$ cat config.mk
export PLATFORM = sky130hd
export DESIGN_NAME = mmr_trigger_collector
export DESIGN_NICKNAME = d
export VERILOG_FILES = /design/src/rtl/mmr_trigger_collector.sv
export SDC_FILE = /design/constraint.sdc
export NUM_CORES = 1
export LEC_CHECK = 0
export ABC_AREA = 1
export CAP_MARGIN = 30
export CORE_AREA = 2 2 213 215
export DETAILED_ROUTE_END_ITERATION = 6
export DIE_AREA = 0 0 215 217
export SLEW_MARGIN = 20
export SYNTH_ARGS = -nofsm -noshare
export SYNTH_HDL_FRONTEND = slang
export SYNTH_SLANG_ARGS = --single-unit
$ cat constraint.sdc
create_clock -name clock -period 1.93 [get_ports clock]
set_clock_uncertainty 0.1 [all_clocks]
set_input_delay 0.386 -clock clock [delete_from_list [all_inputs] [get_ports clock]]
set_output_delay 0.386 -clock clock [all_outputs]
set_load 0.02 [all_outputs]
$ cat src/rtl/mmr_trigger_collector.sv
// mmr_trigger_collector: sticky trigger status flags with W1C clear, saturating lost-event counters and a masked level irq
module mmr_trigger_collector #(
  parameter int N = 4,
  parameter int WIDTH = 32,
  parameter int CNT_WIDTH = 8
) (
  input  logic                          clock,
  input  logic                          resetn,
  input  logic [N-1:0][WIDTH-1:0]       trigger_pulses,
  output logic [N-1:0][WIDTH-1:0]       tsr,
  input  logic [N-1:0][WIDTH-1:0]       tsr_invpulses,
  input  logic [N-1:0][WIDTH-1:0]       irq_mask,
  output logic                          irq,
  output logic [N-1:0][CNT_WIDTH-1:0]   lost_count,
  input  logic [N-1:0]                  lost_clear
);
  logic [N-1:0][WIDTH-1:0]     tsr_n;
  logic [N-1:0][CNT_WIDTH-1:0] cnt_n;
  logic [N-1:0]                lost;
  logic                        irq_n;
  always_comb begin
    tsr_n = '0;
    cnt_n = '0;
    lost  = '0;
    for (int i = 0; i < N; i++) begin
      tsr_n[i] = trigger_pulses[i] | (tsr[i] & ~tsr_invpulses[i]);
      lost[i]  = |(trigger_pulses[i] & tsr[i] & ~tsr_invpulses[i]);
      cnt_n[i] = lost_clear[i] ? CNT_WIDTH'(lost[i]) :
                 (lost[i] && lost_count[i] != '1) ? lost_count[i] + CNT_WIDTH'(1) : lost_count[i];
    end
    irq_n = |(tsr_n & irq_mask);
  end
  always_ff @(posedge clock or negedge resetn)
    if (!resetn) begin
      tsr        <= '0;
      lost_count <= '0;
      irq        <= 1'b0;
    end else begin
      tsr        <= tsr_n;
      lost_count <= cnt_n;
      irq        <= irq_n;
    end
endmodule

==> results.json <==
{
  "die_area_um2": 46660,
  "start_util": 0.2060,
  "wl_um": 40060,
  "yosys.area.top_type": "dfrtp_1",
  "vias": 10562,
  "hpwl_um": 33940,
  "drive_gt1_frac": 0.07964,
  "cts_setup_buffers": 0,
  "rrSetupSlack_ps": 40,
  "drt-initial-drc-count": 483,
  "fp.dieH_um": 217,
  "r2r_cells": 10,
  "route.detailed.drc": 0,
  "fin_cells": 2584,
  "cts_tree": "built",
  "critPathRequiredTime_ps": 2170,
  "port_buffers": 550,
  "place_congestion": 0.9789,
  "slew_viol_final": 0,
  "leakage_nw": 8.541,
  "grt_pass1_vias": 10633,
  "end_kind": "flip-flop",
  "grt_pass1_wl_um": 60720,
  "cts.clk_slew.worst_paths_ps": 70,
  "numCtsBuffers": 17,
  "top_usage_layer": "met2",
  "synthCells": 1327,
  "seq_area_frac_synth": 0.4376,
  "final_nets": 2365,
  "use_met2": 0.3041,
  "rsz0062_at_grt": "false",
  "clock_latency_ps": 460,
  "grt_antenna_before_repair": 0,
  "use_met1": 0.2025,
  "syn_area_per_cell_um2": 6.939,
  "syn2layout_area_growth_pct": 78.79,
  "grt-ovfl-total": 0,
  "relSlewSlack": 0.6685,
  "antenna_cells": 0,
  "finalSetupViolCount": 0,
  "cts_buffer_depth": 2,
  "coreArea_um2": 44700,
  "vdd_ir_drop_max_uv": 491.4,
  "min_period_ps": 1895,
  "synth_area_leaders": "dfrtp_1 44%, nand2_1 22%, inv_1 9.3%",
  "max_freq_mhz": 527.7,
  "nFillCells": 4790,
  "fin_hold_ws_ps": 353.1,
  "pin_count": 551,
  "synthTopCellsByCount": "534 x nand2_1, 227 x inv_1, 161 x dfrtp_1",
  "syn-num-nets": 1721,
  "synth_seq_cells": 161,
  "post-synth-top-count-cell": "nand2_1",
  "routedWlPerCell_um": 15.50,
  "yosysUniqueCellTypes": 27,
  "yosys.area.top_type_share": 0.4376,
  "drtAntennaViolNets": 0,
  "grt_max_degree": 40,
  "status": "complete, no violations",
  "crit_arrival_ps": 2140,
  "path_class": "reg2reg",
  "placedCellCount": 2551,
  "die_x_um": 215,
  "power_density_nw_per_um2": 604.5,
  "firstDrtPassIters": 5,
  "start_kind": "flip-flop",
  "track_usage": 0.1709,
  "synth_edf_count": 0,
  "power_w": 0.009951,
  "tightest_slew_ps": 497.3,
  "drv_cap": 0,
  "hold_viol": 0,
  "ys_async_sr_fraction": 1.000,
  "critPathMaxFanout": 3,
  "synthFlopType": "dfrtp_1",
  "ctsHtreeMaxLevel": 4,
  "num_rows": 78,
  "numClockSinks": 161,
  "hold_class": "in2async",
  "clockRootBuffer": "clkbuf_16",
  "r2r_start": "tsr[70]$_DFF_PN0_",
  "period_share": 0.9818,
  "netlist_area_um2": 9208,
  "worstReg2RegEnd": "irq$_DFF_PN0_",
  "viasPerCell": 4.087,
  "yosysWarnings": 0,
  "grt_use_met3": 0.04095
}
## what timing repair did
item | CTS | global route
resized for setup | 156 | 2
hold buffers | 1 | 0
hold endpoints to repair | 27 | 0
endpoints found under the setup margin | 156 | 1
cloned | 0 | 0
## worst max-delay path by stage
stage | start | end
5_1_grt | tsr[70]$_DFF_PN0_ | irq$_DFF_PN0_
2_1_floorplan | lost_count[16]$_DFFE_PN0P_ | lost_count[23]$_DFFE_PN0P_
3_5_place_dp | tsr_invpulses[84] | irq$_DFF_PN0_
6_report | tsr[70]$_DFF_PN0_ | irq$_DFF_PN0_
4_1_cts | lost_count[14]$_DFFE_PN0P_ | lost_count[14]
3_3_place_gp | tsr_invpulses[84] | irq$_DFF_PN0_
## stage by stage
step	utilization	setup slack, ps	instance area [µm²]	setup TNS [ps]
3_5_place_dp	0.3590	-408.5	16050	-6863
3_3_place_gp	0.3590	-400.3	16050	-6344
6_report	0.3683	35.10	16460	0
2_1_floorplan	-	239.2	9208	0
4_1_cts	0.3684	25.69	16470	0
5_1_grt	0.3683	4.735	16460	0
## flip-flops by register name, indices dropped and copies added (netlist names)
signal,flops
lost_count,32
tsr,128
irq,1
## per-layer routing
layer | vias up | wire length [µm]
met5 | - | 0
met4 | 0 | 788
met3 | 33 | 2409
met2 | 356 | 19940
met1 | 4818 | 16920
li1 | 5355 | -
## area by class of cell
| class | count | area, µm² | area share |
|---|---|---|---|
| Clock inverter | 13 | 161.4 | 0.009805 |
| Sequential cell | 161 | 4029 | 0.2447 |
| Clock buffer | 19 | 442.9 | 0.02691 |
| Multi-Input combinational cell | 929 | 4263 | 0.2590 |
| Inverter | 233 | 874.6 | 0.05313 |
| Tap cell | 600 | 750.7 | 0.04560 |
| Timing Repair Buffer | 629 | 5941 | 0.3609 |
## logic make-up after synthesis
family | Yosys count | synth area share
AO/OA/AOI/OAI | 83 | 0.05952
XOR/XNOR | 1 | 0.0009514
adder cells (fa/ha/maj) | 4 | 0.005436
buffers and inverters | 237 | 0.09947
flip-flops | 161 | 0.4376
AND/OR/NAND/NOR | 841 | 0.3971
## power breakdown
group	switching (W)	internal, W
clock network	0.00157	0.00207
registers	0.000193	0.00359
logic	0.00121	0.00133
## critical path, stage by stage, from the launching register on
cell	delay, ps
dfrtp_1	430
inv_1	70
o21bai_1	110
nand2_1	90
nand2_1	50
nor2_1	320
nand2_1	90
nor2_1	120
nand2_1	160
nor2_1	160
nand2_1	60
## cells in the final DEF, fill, tap and decap left out, types with 8 or more instances in the layout
master,instances
clkdlybuf4s50_1,388
nand2_4,11
nor3_1,10
inv_1,227
nand3_1,137
nand3b_1,21
nor2_1,101
clkbuf_16,17
o21bai_1,26
a21o_1,22
a21oi_1,15
o21ai_0,11
nand2_2,8
nand2_1,534
dlygate4sd2_1,155
dfrtp_1,161
buf_4,79
Note: power is estimated with default switching activity, not from simulation.
